--- src/rtl/sync_ram_arbiter_pkg.sv ---
// Shared types and default widths for the two-requester RAM port arbiter.
package sram_arb_pkg;

  typedef enum logic [1:0] {
    IDLE = 2'd0,
    OWN0 = 2'd1,
    OWN1 = 2'd2
  } arb_state_e;

  localparam int DW_DEF = 8;
  localparam int AW_DEF = 2;

endpackage

--- src/rtl/sync_ram_arbiter_winner.sv ---
// Winner selection for two requesters: last-owner priority from IDLE,
// owner stickiness with burst-limit preemption while owning.
module arb_winner2
  import sram_arb_pkg::*;
(
  input  arb_state_e state,
  input  logic       at_limit,
  input  logic       last_owner,
  input  logic       req0,
  input  logic       req1,
  output logic       win,
  output logic       win_valid
);

  always_comb begin
    win       = 1'b0;
    win_valid = 1'b0;
    unique case (state)
      OWN0: begin
        if (req0 && !(at_limit && req1)) begin
          win       = 1'b0;
          win_valid = 1'b1;
        end else if (req1) begin
          win       = 1'b1;
          win_valid = 1'b1;
        end
      end
      OWN1: begin
        if (req1 && !(at_limit && req0)) begin
          win       = 1'b1;
          win_valid = 1'b1;
        end else if (req0) begin
          win       = 1'b0;
          win_valid = 1'b1;
        end
      end
      default: begin
        // contention goes to whoever did not own last
        if (req0 && req1) begin
          win       = ~last_owner;
          win_valid = 1'b1;
        end else if (req0 || req1) begin
          win       = req1;
          win_valid = 1'b1;
        end
      end
    endcase
  end

endmodule

--- src/rtl/sync_ram_arbiter.sv ---
// Two-requester arbiter onto one single-port synchronous RAM with bounded bursts.
//   state | meaning
//   IDLE  | no access issued last cycle
//   OWN0  | r0 was granted last cycle
//   OWN1  | r1 was granted last cycle
module sync_ram_arbiter
  import sram_arb_pkg::*;
#(
  parameter int DW        = DW_DEF,
  parameter int AW        = AW_DEF,
  parameter int MAX_BURST = 4
) (
  input  logic          clk,
  input  logic          rst,
  input  logic          r0_req,
  input  logic          r1_req,
  input  logic          r0_we,
  input  logic          r1_we,
  input  logic [AW-1:0] r0_addr,
  input  logic [AW-1:0] r1_addr,
  input  logic [DW-1:0] r0_din,
  input  logic [DW-1:0] r1_din,
  output logic          r0_gnt,
  output logic          r1_gnt,
  output logic          r0_rvalid,
  output logic          r1_rvalid,
  output logic [DW-1:0] r0_rdata,
  output logic [DW-1:0] r1_rdata,
  output logic          ram_we,
  output logic [AW-1:0] ram_addr,
  output logic [DW-1:0] ram_din,
  input  logic [DW-1:0] ram_dout
);

  arb_state_e state, state_nxt;
  logic       last_owner;
  logic [3:0] burst_cnt, burst_cnt_nxt;
  logic       at_limit;
  logic       win, win_valid, win_ok, same_owner;

  assign at_limit = (burst_cnt == 4'(MAX_BURST));

  arb_winner2 u_winner (
    .state      (state),
    .at_limit   (at_limit),
    .last_owner (last_owner),
    .req0       (r0_req),
    .req1       (r1_req),
    .win        (win),
    .win_valid  (win_valid)
  );

  // Nothing leaves the block while reset is held.
  assign win_ok = win_valid & ~rst;

  always_comb begin
    r0_gnt   = 1'b0;
    r1_gnt   = 1'b0;
    ram_we   = 1'b0;
    ram_addr = '0;
    ram_din  = '0;
    if (win_ok) begin
      r0_gnt   = ~win;
      r1_gnt   = win;
      ram_we   = win ? r1_we   : r0_we;
      ram_addr = win ? r1_addr : r0_addr;
      ram_din  = win ? r1_din  : r0_din;
    end
  end

  always_comb begin
    state_nxt     = IDLE;
    burst_cnt_nxt = 4'd0;
    same_owner    = 1'b0;
    if (win_valid) begin
      state_nxt  = win ? OWN1 : OWN0;
      same_owner = (state == OWN0 && !win) || (state == OWN1 && win);
      if (!same_owner)
        burst_cnt_nxt = 4'd1;
      else if (at_limit)
        burst_cnt_nxt = burst_cnt;
      else
        burst_cnt_nxt = burst_cnt + 4'd1;
    end
  end

  always_ff @(posedge clk) begin
    if (rst) begin
      state      <= IDLE;
      last_owner <= 1'b1;
      burst_cnt  <= 4'd0;
      r0_rvalid  <= 1'b0;
      r1_rvalid  <= 1'b0;
    end else begin
      state     <= state_nxt;
      burst_cnt <= burst_cnt_nxt;
      if (win_valid)
        last_owner <= win;
      r0_rvalid <= r0_gnt & ~r0_we;
      r1_rvalid <= r1_gnt & ~r1_we;
    end
  end

  assign r0_rdata = r0_rvalid ? ram_dout : '0;
  assign r1_rdata = r1_rvalid ? ram_dout : '0;

endmodule

--- config.mk ---
export PLATFORM = sky130hd
export DESIGN_NAME = sync_ram_arbiter
export DESIGN_NICKNAME = d
export VERILOG_FILES = /design/src/rtl/sync_ram_arbiter_pkg.sv /design/src/rtl/sync_ram_arbiter_winner.sv /design/src/rtl/sync_ram_arbiter.sv
export SDC_FILE = /design/constraint.sdc
export NUM_CORES = 1
export LEC_CHECK = 0
export CAP_MARGIN = 0
export CELL_PAD_IN_SITES_DETAIL_PLACEMENT = 1
export CELL_PAD_IN_SITES_GLOBAL_PLACEMENT = 1
export CORE_UTILIZATION = 30
export DETAILED_ROUTE_END_ITERATION = 10
export DONT_BUFFER_PORTS = 1
export GPL_TIMING_DRIVEN = 0
export PLACE_DENSITY_LB_ADDON = 0.3
export SLEW_MARGIN = 0
export SYNTH_ARGS = -nofsm -noshare
export SYNTH_HDL_FRONTEND = slang
export SYNTH_HIERARCHICAL = 1
export SYNTH_SLANG_ARGS = --single-unit
--- constraint.sdc ---
create_clock -name clk -period 2 [get_ports clk]
set_clock_uncertainty 0.1 [all_clocks]
set_input_delay 0.4 -clock clk [delete_from_list [all_inputs] [get_ports clk]]
set_output_delay 0.4 -clock clk [all_outputs]
set_load 0.02 [all_outputs]
==> results.sh, run 1 <==
export IMPL_critPathMaxFanout=6
export IMPL_holdPathEnd="r1_rvalid"
export IMPL_cts_reportedPaths_clkPinSlew_ns=0.07
export IMPL_die_area_mm2=0.00271
export IMPL_ys_seq_area_share_pct=23.9
export IMPL_period_minus_slack_ns=2.51
export IMPL_worst_ep_required_time_ns=1.50
export IMPL_timing_hold_worst_path_depth=1
export IMPL_cts_htree_levels=1
export IMPL_row_count=17
export IMPL_synth_seq_cells=9
export IMPL_post_synth_inst_count=92
export IMPL_cts_sinks=9
export IMPL_timing_critical_path_buf_inv=3
export IMPL_slew_viol_final=0
export IMPL_power_switching_fraction_pct=37.4
export IMPL_power_combinational_fraction_pct=48.8
export IMPL_detail_route_wirelength_um=2440
export IMPL_finalHoldViolCount=0
export IMPL_post_route_cells_drive_above_1_share_pct=55.9
export IMPL_initial_core_util_pct=32.8
export IMPL_floorplan_die_height_um=52.1
export IMPL_worst_pin_slew_ns=0.410
export IMPL_synthesis_area_per_instance_um2=8.19
export IMPL_first_global_vias=756
export IMPL_critical_path_source_type="register"
export IMPL_grt_pass1_wl_um=3320
export IMPL_cts_tree="built"
export IMPL_critical_path_class="reg2out"
export IMPL_worstRegToRegCells=13
export IMPL_final_setup_fails=18
export IMPL_cp_data_arrival_time_ns=2.01
export IMPL_slowest_stage="dfxtp_2"
export IMPL_maxSlewHeadroom_pct=72.6
export IMPL_synth_nets=130
export IMPL_clk_buf_depth=2
export IMPL_worst_ir_drop_vdd_uv=368
export IMPL_setup_repair_after_global_routing_missed_its_margin="true"
export IMPL_detailedRoute_firstPassIterationCount=2
export IMPL_wp_depth=10
export IMPL_crit_reg2reg_launch="burst_cnt[0]"
export IMPL_clock_latency_ns=0.27
export IMPL_cts_root_buffer_cell="clkbuf_4"
export IMPL_timing_critical_path_slowest_cell_delay_ns=0.33
export IMPL_power_internal_w=0.000434
export IMPL_hold_crit_start="r1_we"
export IMPL_fmaxAchievable_mhz=398
export IMPL_outcome="finished with violations"
export IMPL_cell_area_after_technology_mapping_um2=753
export IMPL_worstPathCellList="inv_2 > ha_4 > nand3b_1 > inv_2 > mux2i_1 > nand3b_1 > and3_4 > buf_12 > mux2i_1 > nor2_2"
export IMPL_layout_net_count=157
export IMPL_grt_max_degree=11
export IMPL_gp_routability_congestion=0.651
export IMPL_sequential_power_share_pct=30.0
export IMPL_netSwitchingPower_w=0.000260
export IMPL_antenna_cells_inserted=0
export IMPL_post_route_drc_count=0
export IMPL_regToRegEndpoint="burst_cnt[3]"
export IMPL_avgRoutedWirePerCell_um=16.7
export IMPL_dr_total_vias=746
export IMPL_worst_hold_path_type="in2reg"
export IMPL_finalSetupTns_ns=-6.90
export IMPL_count_of_unique_library_cells_instantiated_by_yosys=26
export IMPL_worstSetupEndpointType="primary output"
export IMPL_power_clock_fraction_pct=21.2
export IMPL_p_leak_nw=0.476
export IMPL_areal_power_density_over_the_cells_mw_per_mm2=595
export IMPL_cpLargestDelayFamily="simple AND/OR/NAND/NOR gates"
export IMPL_failed_checks="negative setup slack"
export IMPL_place_ws_ns=-0.420
export IMPL_ant_nets=0
export IMPL_globalRouteOverflowTotal=0
export IMPL_finalCritPeriodShare_pct=126
export IMPL_area_growth_syn_to_layout_pct=55.0
export IMPL_layout_common_cells="buf_4, and2_1, nor2_4, mux2i_1"
export IMPL_cts_inserted_buffers=3
export IMPL_detailed_place_hpwl_um=1500
export IMPL_fp_dieW_um=52.1
export IMPL_minimum_setup_slack_in_the_final_design_ns=-0.514
export IMPL_yosysWarningCount=6
export IMPL_viasPerCell=5.11
export IMPL_initial_drt_markers=1
export IMPL_grt_total_usage_pct=17.5
export IMPL_portBuffers=0
export IMPL_antenna_found_initial=0
export IMPL_layout_commonest_cell="buf_4"
export IMPL_io_pins=65
export IMPL_timing_max_cap_violations=0
export IMPL_placeableCoreArea_mm2=0.00230
export IMPL_reg_to_reg_setup_timing_slack_ns=-0.19
==> Yosys cell counts, drive strengths merged <==
library cell,number,area [µm²]
and2,16,100
ha,4,50.1
and3,1,6.26
nor2b,2,12.5
nand3b,2,15.0
nand3,1,5.00
a21oi,1,8.76
nor3,3,20.0
a31oi,1,6.26
a211o,1,8.76
nand2b,1,6.26
inv,6,22.5
buf,4,35.0
xnor2,2,17.5
o21ai,1,8.76
or2,1,6.26
o21a,1,7.51
nor2,19,71.3
and3b,1,12.5
mux2i,14,140
dfxtp,9,180
nor3b,1,12.5
==> flip-flops by register name, indices dropped and copies added, names as in the netlist <==
signal      flops
burst_cnt       4
r1_rvalid       1
r0_rvalid       1
last_owner      1
state           2
==> cell type report <==
class                           count  area [µm²]
Sequential cell                     9         185
Buffer                              3        27.5
Multi-Input combinational cell     73         668
Inverter                            6        25.0
Clock buffer                        4        26.3
Timing Repair Buffer               23         200
Fill cell                         266        1130
Tap cell                           28        35.0
==> kinds of logic (layout without fill, tap and decap cells) <==
| logic type | Yosys count | in the layout | synth area share, % |
|---|---|---|---|
| AOI/OAI and AO/OA | 5 | 5 | 5.32 |
| and+or+nand+nor | 48 | 48 | 35.5 |
| DFF | 9 | 9 | 23.9 |
| buffers and inverters | 10 | 36 | 7.64 |
| adders and majority gates | 4 | 4 | 6.64 |
| muxes | 14 | 14 | 18.6 |
| xor gates and xnor gates | 2 | 2 | 2.33 |
==> power by group through the flow <==
stage                     combinational [W]  sequential (W)  clock, W
final                              0.000338        0.000208  0.000147
after global routing               0.000360        0.000210  0.000163
after CTS                          0.000283        0.000207  0.000150
after detailed placement           0.000217        0.000211         0
after global placement             0.000210        0.000209         0
after floorplan                    0.000193        0.000206         0
==> how the worst max path moves through the flow <==
stage / endpoint / from / slack, ns
global placement: ram_addr[0] / burst_cnt[0] / -0.41
detailed placement: ram_addr[0] / burst_cnt[1] / -0.42
floorplan: ram_addr[0] / burst_cnt[0] / -0.27
CTS: ram_din[0] / burst_cnt[1] / -0.52
global route: ram_addr[1] / burst_cnt[0] / -0.61
finish: ram_addr[1] / burst_cnt[0] / -0.51
==> per-stage QoR <==
stage | instance area (µm²) | utilization (%) | hold slack (ns) | std cells | power [W]
2_1_floorplan | 807 | - | 0.371 | 92 | 0.000399
3_3_place_gp | 842 | 36.7 | 0.372 | 120 | 0.000419
3_5_place_dp | 842 | 36.7 | 0.372 | 120 | 0.000428
4_1_cts | 1070 | 46.8 | 0.0912 | 143 | 0.000639
5_1_grt | 1170 | 50.8 | 0.0867 | 146 | 0.000733
6_report | 1170 | 50.8 | 0.101 | 146 | 0.000694
==> layer usage <==
metal / vias up / global-route usage (%) / routed length, µm
li1: 354 / - / -
met1: 354 / 15.7 / 847
met2: 36 / 36.5 / 1450
met3: 2 / 4.39 / 126
met4: 0 / 5.41 / 15
met5: - / 0 / 0
==> repair_timing <==
item | CTS | global route
pin swaps | 7 | 18
gates resized for setup | 11 | 18
buffers inserted | 26 | 6
setup endpoints to repair | 18 | 21
hold buffers | 0 | 0
No activity file was read; power rests on OpenSTA's default activity.
==> run 2: changes to the inputs <==
CORE_ASPECT_RATIO = 1.5   (was unset)
PLACE_DENSITY = 0.62   (was unset)
PLACE_DENSITY_LB_ADDON = unset   (was 0.3)
RECOVER_POWER = 100   (was unset)
==> results.sh, run 2 (synthesis results as in run 1) <==
export IMPL_timing_critical_path_buf_inv=3
export IMPL_io_pins=65
export IMPL_slowest_stage="dfxtp_4"
export IMPL_area_growth_syn_to_layout_pct=48.7
export IMPL_ant_nets=0
export IMPL_cts_tree="built"
export IMPL_timing_critical_path_slowest_cell_delay_ns=0.35
export IMPL_critical_path_most_common_cell="nand3b_1"
export IMPL_detailedRoute_firstPassIterationCount=1
export IMPL_critical_path_source_type="register"
export IMPL_avgRoutedWirePerCell_um=15.5
export IMPL_post_route_drc_count=0
export IMPL_fmaxAchievable_mhz=406
export IMPL_p_leak_nw=0.433
export IMPL_worst_hold_path_type="in2reg"
export IMPL_initial_core_util_pct=32.6
export IMPL_layout_net_count=150
export IMPL_layout_common_cells="and2_0, buf_4, nor2_4, mux2i_1, buf_6"
export IMPL_largest_register_ffs=4
export IMPL_grt_pass1_wl_um=3130
export IMPL_final_hold_worst_slack_ns=0.109
export IMPL_critical_path_class="reg2out"
export IMPL_worst_ir_drop_vdd_uv=355
export IMPL_finish_instance_area_mm2=0.00112
export IMPL_row_count=21
export IMPL_clock_latency_ns=0.25
export IMPL_cts_inserted_buffers=3
export IMPL_cpLargestDelayFamily="simple AND/OR/NAND/NOR gates"
export IMPL_dr_total_vias=713
export IMPL_timing_max_cap_violations=0
export IMPL_cts_htree_levels=1
export IMPL_layout_commonest_cell="and2_0"
export IMPL_period_minus_slack_ns=2.46
export IMPL_cts_root_buffer_cell="clkbuf_4"
export IMPL_setup_repair_after_global_routing_missed_its_margin="true"
export IMPL_gp_routability_congestion=0.675
export IMPL_globalRouteOverflowTotal=0
export IMPL_maxSlewHeadroom_pct=72.7
export IMPL_detail_route_wirelength_um=2070
export IMPL_floorplan_die_height_um=63.4
export IMPL_minimum_setup_slack_in_the_final_design_ns=-0.465
export IMPL_slew_viol_final=0
export IMPL_cts_sinks=9
export IMPL_grt_max_degree=11
export IMPL_antenna_cells_inserted=0
export IMPL_failed_checks="negative setup slack"
export IMPL_outcome="finished with violations"
export IMPL_cp_data_arrival_time_ns=1.96
export IMPL_placeableCoreArea_mm2=0.00231
export IMPL_antenna_found_initial=0
export IMPL_grt_total_usage_pct=15.0
export IMPL_finalCritPeriodShare_pct=123
export IMPL_placed_area_um2=836
export IMPL_cts_reportedPaths_clkPinSlew_ns=0.06
export IMPL_worst_pin_slew_ns=0.409
export IMPL_top_register_by_number_of_flip_flops="burst_cnt"
export IMPL_portBuffers=0
export IMPL_worstRegToRegCells=14
export IMPL_detailed_place_hpwl_um=1380
export IMPL_critPathMaxFanout=7
export IMPL_fp_dieW_um=42.9
export IMPL_clk_buf_depth=2
export IMPL_final_setup_fails=17
export IMPL_layout_top_registers="burst_cnt (4), state (2)"
export IMPL_timing_hold_worst_path_depth=1
export IMPL_layout_filler_cells=281
export IMPL_initial_drt_markers=0
export IMPL_worstSetupEndpointType="primary output"
export IMPL_areal_power_density_over_the_cells_mw_per_mm2=569
export IMPL_post_route_cells_drive_above_1_share_pct=51.4
export IMPL_worst_ep_required_time_ns=1.50
export IMPL_die_area_mm2=0.00272
export IMPL_worstPathCellList="inv_4 > ha_4 > nand3b_1 > inv_1 > mux2i_1 > nand3b_1 > and3_4 > buf_12 > mux2i_4 > nor2_4"
export IMPL_first_global_vias=745
export IMPL_viasPerCell=5.32
export IMPL_wp_depth=10
export IMPL_finalHoldViolCount=0
==> run 2: final timing paths <==
kind	startpoint	endpoint	slack, ns
setup / recovery	burst_cnt[1]	ram_din[3]	-0.46
hold / removal	r1_we	r1_rvalid	0.11
setup reg to reg	burst_cnt[1]	burst_cnt[0]	-0.14
hold reg to reg	burst_cnt[3]	burst_cnt[3]	0.47
==> run 2: cell type report <==
cell class | count | area [µm²] | share of cell area [%]
tap | 23 | 28.8 | 2.57
buffer | 3 | 27.5 | 2.46
clock buffer | 4 | 26.3 | 2.35
multi-input combinational | 73 | 661 | 59.0
timing repair buffer | 16 | 163 | 14.5
sequential | 9 | 186 | 16.6
inverter | 6 | 27.5 | 2.46
==> run 2: through the flow <==
stage                     power (W)  worst slack [ns]  instances  setup TNS, ns  util (%)
after floorplan            0.000399            -0.266         92          -2.17         -
after CTS                  0.000621            -0.527        135          -6.94      46.5
final                      0.000637            -0.465        134          -5.92      48.4
after detailed placement   0.000424            -0.442        115          -4.87      36.1
after global routing       0.000675            -0.601        134          -8.22      48.4
after global placement     0.000419            -0.419        115          -4.62      36.1
==> run 2: report_power, final <==
| part | leakage (nW) | total, W | switching, W | internal [W] |
|---|---|---|---|---|
| Clock | 0.0150 | 0.000140 | 0.0000631 | 0.0000768 |
| Combinational | 0.343 | 0.000292 | 0.000159 | 0.000133 |
| Sequential | 0.0751 | 0.000205 | 0.0000150 | 0.000190 |
| Total | 0.433 | 0.000637 | 0.000237 | 0.000401 |
==> run 2: what timing repair did <==
action / 4_1_cts / 5_1_grt
setup endpoints to repair: 18 / 20
setup buffers: 28 / 2
pin swaps: 7 / 9
hold buffers: 0 / 0
endpoints found under the hold margin: 0 / 0
gates cloned: 0 / 0
resized for setup: 20 / 15
==> run 2: metal layers <==
metal,up-vias,share of wire [%],global-route usage (%)
met4,0,0.48,4.69
met5,-,0,0
met2,36,62,32.0
met3,2,5.6,3.15
met1,337,32,12.3
li1,338,-,-
